File: src/rtl/frame_store_writer.sv
// frame_store_writer: R->G->B word collector feeding a 4-deep FIFO that drains to frame memory at a wrapping address.
// Optional `WB_FRAME_CNT_EN adds a 16-bit frame counter output.
module frame_store_writer #(
  parameter int NUM_ADDRS  = 115200,
  parameter int ADDR_W     = 17,
  parameter int DEPTH_LOG2 = 2
) (
  input  logic              clk,
  input  logic              rst_,
  input  logic              en,
  input  logic [31:0]       r_data,
  input  logic              r_rts,
  output logic              r_rtr,
  input  logic [31:0]       g_data,
  input  logic              g_rts,
  output logic              g_rtr,
  input  logic [31:0]       b_data,
  input  logic              b_rts,
  output logic              b_rtr,
  output logic [31:0]       mem_data,
  output logic [ADDR_W-1:0] mem_addr,
  output logic              mem_rts,
  input  logic              mem_rtr,
`ifdef WB_FRAME_CNT_EN
  output logic [15:0]       frame_cnt,
`endif
  output logic              frame_done
);
  localparam int DEPTH = 2 ** DEPTH_LOG2;
  typedef enum logic [2:0] {S_R = 3'b001, S_G = 3'b010, S_B = 3'b100} state_t;
  state_t              r_state, w_state_nxt;
  logic [DEPTH_LOG2:0] r_wr_ptr, r_rd_ptr;
  logic [31:0]         r_fifo [DEPTH];
  logic [ADDR_W-1:0]   r_addr;
  logic                r_done;
  logic                w_full, w_empty, w_push, w_pop, w_last;
  logic [31:0]         w_push_data;
`ifdef WB_FRAME_CNT_EN
  logic [15:0]         r_frame_cnt;
  assign frame_cnt = r_frame_cnt;
`endif
  assign w_empty    = r_wr_ptr == r_rd_ptr;
  assign w_full     = (r_wr_ptr[DEPTH_LOG2-1:0] == r_rd_ptr[DEPTH_LOG2-1:0]) &&
                      (r_wr_ptr[DEPTH_LOG2] != r_rd_ptr[DEPTH_LOG2]);
  assign w_pop      = ~w_empty & mem_rtr;
  assign w_last     = r_addr == ADDR_W'(NUM_ADDRS - 1);
  assign mem_data   = r_fifo[r_rd_ptr[DEPTH_LOG2-1:0]];
  assign mem_rts    = ~w_empty;
  assign mem_addr   = r_addr;
  assign frame_done = r_done;
  // Acceptance looks at full only, so a same-cycle pop never frees a slot early.
  always_comb begin
    r_rtr       = r_state[0] & ~w_full;
    g_rtr       = r_state[1] & ~w_full;
    b_rtr       = r_state[2] & ~w_full;
    w_push      = (r_rts & r_rtr) | (g_rts & g_rtr) | (b_rts & b_rtr);
    w_push_data = r_state[0] ? r_data : r_state[1] ? g_data : b_data;
    w_state_nxt = en ? S_R : w_push ? state_t'({r_state[1:0], r_state[2]}) : r_state;
  end
  always_ff @(posedge clk or negedge rst_) begin
    if (!rst_) r_state <= S_R;
    else       r_state <= w_state_nxt;
  end
  always_ff @(posedge clk) begin
    if (w_push && !en) r_fifo[r_wr_ptr[DEPTH_LOG2-1:0]] <= w_push_data;
  end
  always_ff @(posedge clk or negedge rst_) begin
    if (!rst_) begin
      r_wr_ptr <= '0;
      r_rd_ptr <= '0;
      r_addr   <= '0;
      r_done   <= 1'b0;
    end else if (en) begin
      r_wr_ptr <= '0;
      r_rd_ptr <= '0;
      r_addr   <= '0;
      r_done   <= 1'b0;
    end else begin
      if (w_push) r_wr_ptr <= r_wr_ptr + 1'b1;
      if (w_pop) begin
        r_rd_ptr <= r_rd_ptr + 1'b1;
        r_addr   <= w_last ? '0 : r_addr + 1'b1;
      end
      r_done <= w_pop & w_last;
    end
  end
`ifdef WB_FRAME_CNT_EN
  always_ff @(posedge clk or negedge rst_) begin
    if (!rst_)                 r_frame_cnt <= '0;
    else if (en)               r_frame_cnt <= '0;
    else if (w_pop && w_last)  r_frame_cnt <= r_frame_cnt + 1'b1;
  end
`endif
endmodule
File: config.mk
export PLATFORM = sky130hd
export DESIGN_NAME = frame_store_writer
export DESIGN_NICKNAME = d
export VERILOG_FILES = /design/src/rtl/frame_store_writer.sv
export SDC_FILE = /design/constraint.sdc
export NUM_CORES = 1
export LEC_CHECK = 0
export ABC_AREA = 0
export ABC_CLOCK_PERIOD_IN_PS = 5850
export CORE_ASPECT_RATIO = 0.9
export CORE_MARGIN = 4
export CORE_UTILIZATION = 54
export DETAILED_ROUTE_END_ITERATION = 10
export PLACE_DENSITY = 0.85
export SETUP_SLACK_MARGIN = 0.1
export SYNTH_ARGS = -nofsm -noshare
export SYNTH_HDL_FRONTEND = slang
export SYNTH_SLANG_ARGS = --single-unit
File: constraint.sdc
create_clock -name clk -period 5.85 [get_ports clk]
set_input_delay 0.8775 -clock clk [delete_from_list [all_inputs] [get_ports clk]]
set_output_delay 0.8775 -clock clk [all_outputs]
set_load 0.03 [all_outputs]
==> results of run 1 <==
metrics by stage:
| step | area, um^2 | worst slack, ps | total power (W) | util (%) |
|---|---|---|---|---|
| 6_report | 9210 | 2090 | 0.00359 | 75.0 |
| 3_3_place_gp | 8580 | 2450 | 0.00245 | 70.0 |
| 2_1_floorplan | 6900 | 3040 | 0.00208 | - |
| 5_1_grt | 9210 | 1800 | 0.00374 | 75.0 |
| 4_1_cts | 9210 | 2000 | 0.00361 | 75.0 |
| 3_5_place_dp | 8580 | 2280 | 0.00248 | 70.0 |
layout by cell type (no fill, tap or decap), types with 2 or more instances in the layout:
master / n
clkdlybuf4s50_1: 156
edfxtp_1: 128
nand2_1: 41
mux2i_1: 35
o21ai_0: 35
mux4_2: 32
dfrtp_1: 23
a21oi_1: 18
clkbuf_16: 17
or3_1: 13
inv_1: 11
nand3_1: 8
o32ai_1: 7
nor2_1: 6
or4_1: 6
ha_1: 6
inv_8: 5
xnor2_1: 4
and2_2: 4
o31ai_1: 4
xor2_1: 3
and2_1: 3
nand4_1: 3
inv_6: 3
buf_4: 3
dfrtp_2: 3
nor2b_1: 2
nor3_1: 2
nand3b_1: 2
nand4_2: 2
nand4b_1: 2
bufinv_16: 2
clkinvlp_4: 2
clkinv_8: 2
report_power, final:
group | internal (W) | switching [W]
registers | 0.00131 | 0.000143
clock network | 0.000655 | 0.000480
logic | 0.000488 | 0.000513
total | 0.00245 | 0.00114
critical path, cell delays in order (launching register included):
cell,delay (ps)
dfrtp_2,1140
xor2_1,310
or3_1,410
clkdlybuf4s50_1,610
area by class of cell:
class                   count  area share, %
multi-input cells         257           24.2
inverters                  11          0.449
flip-flops and latches    155           49.2
repair buffers            159           17.2
clock inverters            15           2.16
clock buffers              17           4.62
well taps                 160           2.17
worst max-delay path by stage:
stage | from | slack [ps] | cells past startpoint | to
3_3_place_gp | r_rd_ptr[0]$_DFFE_PN0P_ | 2450 | 3 | mem_rts
3_5_place_dp | r_state[0]$_DFFE_PN1P_ | 2280 | 4 | r_fifo[1][18]$_DFFE_PP_
4_1_cts | r_rd_ptr[0]$_DFFE_PN0P_ | 2000 | 3 | mem_rts
6_report | r_rd_ptr[0]$_DFFE_PN0P_ | 2090 | 3 | mem_rts
2_1_floorplan | r_rts | 3040 | 4 | r_fifo[0][0]$_DFFE_PP_
5_1_grt | r_rd_ptr[0]$_DFFE_PN0P_ | 1800 | 3 | mem_rts
per-layer routing:
metal	GRT usage, %	routed length, um
met1	28.6	6370
met2	35.0	7590
met3	6.18	1270
met4	6.29	215
met5	0	0
registers in the layout (all words and copies together), names as in the netlist:
| signal | flops |
|---|---|
| mem_addr | 17 |
| r_wr_ptr | 3 |
| r_rd_ptr | 3 |
| frame_done | 1 |
| r_fifo | 128 |
| r_state | 3 |
kinds of logic (layout without fill, tap and decap cells):
group / count (synthesis) / in the layout / synth area share, %
adder cells (fa/ha/maj): 6 / 6 / 1.09
multiplexers: 67 / 67 / 15.5
XOR/XNOR: 7 / 7 / 0.888
AND/OR/NAND/NOR: 104 / 104 / 8.19
flip-flops: 155 / 155 / 65.5
AO/OA/AOI/OAI: 73 / 73 / 6.56
buffers and inverters: 36 / 202 / 2.25
==> run_results.csv, run 1 <==
group,metric,value,unit
run_status,status,"completed",
floorplan,io_pins,157,
hold_path,holdCritPathClass,"flip-flop to flip-flop",
critical_path,criticalPathCategory,"flip-flop to output port",
final_layout,syn_to_final_growth,33.4,%
critical_path,reg2reg_to,"r_fifo[1][24]$_DFFE_PP_",
pwr,cellLeakagePower,3.12,nW
clock_network,cts_num_sinks,155,
sta,period_needed,3760,ps
sta,clock_skew,15.5,ps
global_routing,grt_max_degree,69,
synthesis,synth_fp_nets,557,
synthesis,ys_seq_area_share,65.5,%
clock_network,cts.clk_slew.worst_paths,60,ps
clock_network,cts-root-buf,"clkbuf_16",
sta,rsz0062_at_grt,"no",
synthesis,synthTopCellsByCount,"edfxtp_1, nand2_1, mux2i_1, o21ai_0, mux4_2",
placement,gp_congestion,0.759,
clock_network,hold_buffers,0,
global_routing,antenna_found_initial,0,
synthesis,synth_async_sr_flop_share,17.4,%
clock_network,clk_latency,420,ps
run,maxCapViolations,0,
hold_path,min_path_cells,2,
final_layout,multi_input_area,0.00223,mm^2
synthesis,ys.flop_type,"edfxtp_1",
route,wl,15400,um
synthesis,yosys.cell_count.top_type,"edfxtp_1",
synthesis,synth.largest_area_cell,"edfxtp_1",
route,wl_per_cell,19.9,um
final_layout,n_fill_cell,714,
sta,setup_tns,0,ps
floorplan,rows,38,
critical_path,rr_startpoint,"r_state[0]$_DFFE_PN1P_",
critical_path,cp.required,4970,ps
sta,final_max_slew_viol_count,0,
critical_path,reg2reg_depth,4,
route,vias_per_cell,5.73,
global_routing,grt_pass1_wl,24300,um
sta,fmax,266,MHz
route,routed-via-count,4433,
route,first_pass_iters,7,
synthesis,syn_avg_cell_area,15.4,um^2
synthesis,synth_top_area_share,55.7,%
synthesis,synth_edf_count,128,
global_routing,grt_pass1_vias,4687,
route,ant_nets,0,
placement,dpl.hpwl,9710,um
synthesis,ys_seq_elements,155,
clock_network,postCtsSetupBuffers,0,
floorplan,die_area,0.0147,mm^2
global_routing,grt-ovfl-total,0,
sta,setup_violations,0,
placement,dp_cells,742,
critical_path,start_kind,"flip-flop",
final_layout,nNetsFinal,710,
critical_path,arrival,2880,ps
final_layout,regArea,0.00452,mm^2
global_routing,grt.total_usage,21.5,%
placement,io_buffer_count,156,
floorplan,core,0.0123,mm^2
final_layout,post_layout_nonfiller_instances,774,
critical_path,r2r_slack,2330,ps
final_layout,drive_above_1_share,14.0,%
sta,tightest_slew,1180,ps
route,drt_iter0_markers,502,
clock_network,clockBufferDepth,2,
pwr,vdd_ir_drop_max,236,uV
floorplan,start_util,56.3,%
sta,relSlewSlack,21.2,%
floorplan,die_h,115,um
synthesis,ys_types,49,
pwr,p_per_area,390,mW/mm^2
route,drc,0,
clock_network,cts_buffers,17,
clock_network,cts_tree,"done",
sta,holdWs,586,ps
synthesis,yosysWarnings,0,
floorplan,die_w,127,um
final_layout,diodes,0,
sta,period_share,64.3,%
critical_path,cp-end-kind,"output port",
critical_path,path_max_fanout,36,
sta,hold_violations,0,
synthesis,netlist_area,0.00690,mm^2
clock_network,cts_resized,0,
hold_path,min-delay-start,"r_rd_ptr[2]$_DFFE_PN0P_",
hold_path,hold_end,"r_rd_ptr[2]$_DFFE_PN0P_",
synthesis,synthTopCellsByArea,"edfxtp_1, mux4_2, dfrtp_1",
clock_network,htreeDepth,4,
synthesis,syn_inst,448,
(Power assumes the default switching activity.)
==> run 2, diff against run 1 <==
ABC_CLOCK_PERIOD_IN_PS = 3100   (was 5850)
CORE_UTILIZATION = 46   (was 54)
PLACE_DENSITY = 0.77   (was 0.85)
clock period = 3.1 ns   (was 5.85 ns; I/O delays follow)
==> run 2 against run 1 <==
Critical path type unchanged; largest power group unchanged; total power up 88%; non-clock buffer count up 8; largest cell class unchanged; die area up 16%.
==> run_results.csv, run 2 (synthesis gave the netlist of run 1 again) <==
group,metric,value,unit
floorplan,io_pins,157,
final_layout,nNetsFinal,718,
global_routing,grt-ovfl-total,0,
global_routing,grt_max_degree,67,
sta,period_share,92.0,%
clock_network,cts_buffers,17,
clock_network,hold_buffers,0,
global_routing,grt_pass1_wl,25300,um
clock_network,cts_num_sinks,155,
route,ant_nets,0,
sta,hold_violations,0,
critical_path,r2r_slack,680,ps
pwr,cellLeakagePower,3.15,nW
critical_path,path_depth,3,
placement,dpl_cell_area,0.00871,mm^2
critical_path,cp-end-kind,"output port",
global_routing,antenna_found_initial,0,
global_routing,grt.total_usage,19.4,%
route,vias_per_cell,5.58,
placement,dpl.hpwl,10500,um
critical_path,max_stage_delay,620,ps
critical_path,arrival,2390,ps
clock_network,htreeDepth,4,
clock_network,clockBufferDepth,2,
pwr,p_per_area,726,mW/mm^2
critical_path,reg2reg_depth,4,
global_routing,grt_pass1_vias,4834,
run_status,status,"completed",
clock_network,cts.clk_slew.worst_paths,60,ps
critical_path,start_kind,"flip-flop",
placement,dp_cells,788,
clock_network,postCtsSetupBuffers,0,
pwr,vdd_ir_drop_max,427,uV
floorplan,start_util,46.9,%
placement,io_buffer_count,156,
final_layout,diodes,0,
floorplan,die_h,124,um
sta,period_needed,2850,ps
route,first_pass_iters,4,
final_layout,fin_area,0.00929,mm^2
floorplan,die_area,0.0170,mm^2
route,drc,0,
run,maxCapViolations,0,
floorplan,die_w,137,um
final_layout,layout_commonest_cell,"clkdlybuf4s50_1",
route,drt_iter0_markers,385,
route,wl_per_cell,19.8,um
sta,holdWs,454,ps
critical_path,crit_family,"buffers and inverters",
final_layout,drive_above_1_share,14.6,%
final_layout,post_layout_nonfiller_instances,820,
sta,final_max_slew_viol_count,0,
critical_path,crit_slowest_cell,"clkdlybuf4s50_1",
sta,relSlewSlack,41.3,%
route,wl,16200,um
critical_path,criticalPathCategory,"flip-flop to output port",
sta,setup_tns,0,ps
sta,clock_skew,7.00,ps
final_layout,largest_register_ffs,128,
clock_network,cts_resized,0,
final_layout,final_cell_mix,"clkdlybuf4s50_1, edfxtp_1, nand2_1",
clock_network,cts-root-buf,"clkbuf_16",
clock_network,clk_latency,420,ps
floorplan,core,0.0147,mm^2
pwr,finalPower,0.00674,W
final_layout,syn_to_final_growth,34.6,%
route,routed-via-count,4575,
critical_path,crit_chain,"buf_12 -> mux4_2 -> clkdlybuf4s50_1",
hold_path,holdCritPathClass,"input pin to async pin",
critical_path,cp.required,2630,ps
sta,setup_violations,0,
critical_path,reg2reg_to,"r_fifo[0][29]$_DFFE_PP_",
critical_path,worst-path-buf-inv,2,
floorplan,rows,42,
critical_path,path_max_fanout,14,
sta,tightest_slew,881,ps
sta,rsz0062_at_grt,"no",
critical_path,rr_startpoint,"r_rd_ptr[0]$_DFFE_PN0P_",
clock_network,cts_tree,"done",
sta,fmax,350,MHz
placement,gp_congestion,0.897,
## run 2: final cells by class
type | count | area, um^2
Clock buffer | 18 | 429
Clock inverter | 14 | 143
Fill cell | 1031 | 5420
Inverter | 11 | 41.3
Multi-Input combinational cell | 257 | 2230
Sequential cell | 155 | 4530
Tap cell | 198 | 248
Timing Repair Buffer | 167 | 1670
## run 2: layer usage
metal	up-vias	share of wire (%)	GRT usage (%)
li1	2088	-	-
met1	2250	40	24.3
met2	212	49	31.9
met3	25	9.7	7.00
met4	0	1.7	5.58
met5	-	0	0
## run 2: worst max path at each step
stage	start	endpoint	slack (ps)
finish	r_rd_ptr[0]$_DFFE_PN0P_	mem_data[0]	250
floorplan	r_rd_ptr[0]$_DFFE_PN0P_	r_fifo[0][0]$_DFFE_PP_	540
global route	r_wr_ptr[2]$_DFFE_PN0P_	b_rtr	100
CTS	r_rd_ptr[0]$_DFFE_PN0P_	mem_data[0]	150
global placement	r_rts	r_fifo[0][26]$_DFFE_PP_	540
detailed placement	r_rts	r_fifo[0][17]$_DFFE_PP_	450
## run 2: through the flow
stage | utilization (%) | worst slack [ps]
finish | 63.1 | 247
global route | 63.1 | 103
CTS | 63.1 | 153
detailed placement | 59.2 | 449
global placement | 59.2 | 539
floorplan | - | 540
## run 2: worst register-to-register path, cell delays in order (launching register included)
cell and delay (ps):
dfrtp_4 590, xnor2_1 210, a31oi_2 220, nor2b_1 240
and2_2 770
## run 2: power breakdown
part           internal (W)  switching (W)  leakage [nW]  total [W]
combinational      0.000985        0.00116          1.34    0.00214
clock               0.00119       0.000830         0.280    0.00202
sequential          0.00247       0.000112          1.53    0.00258
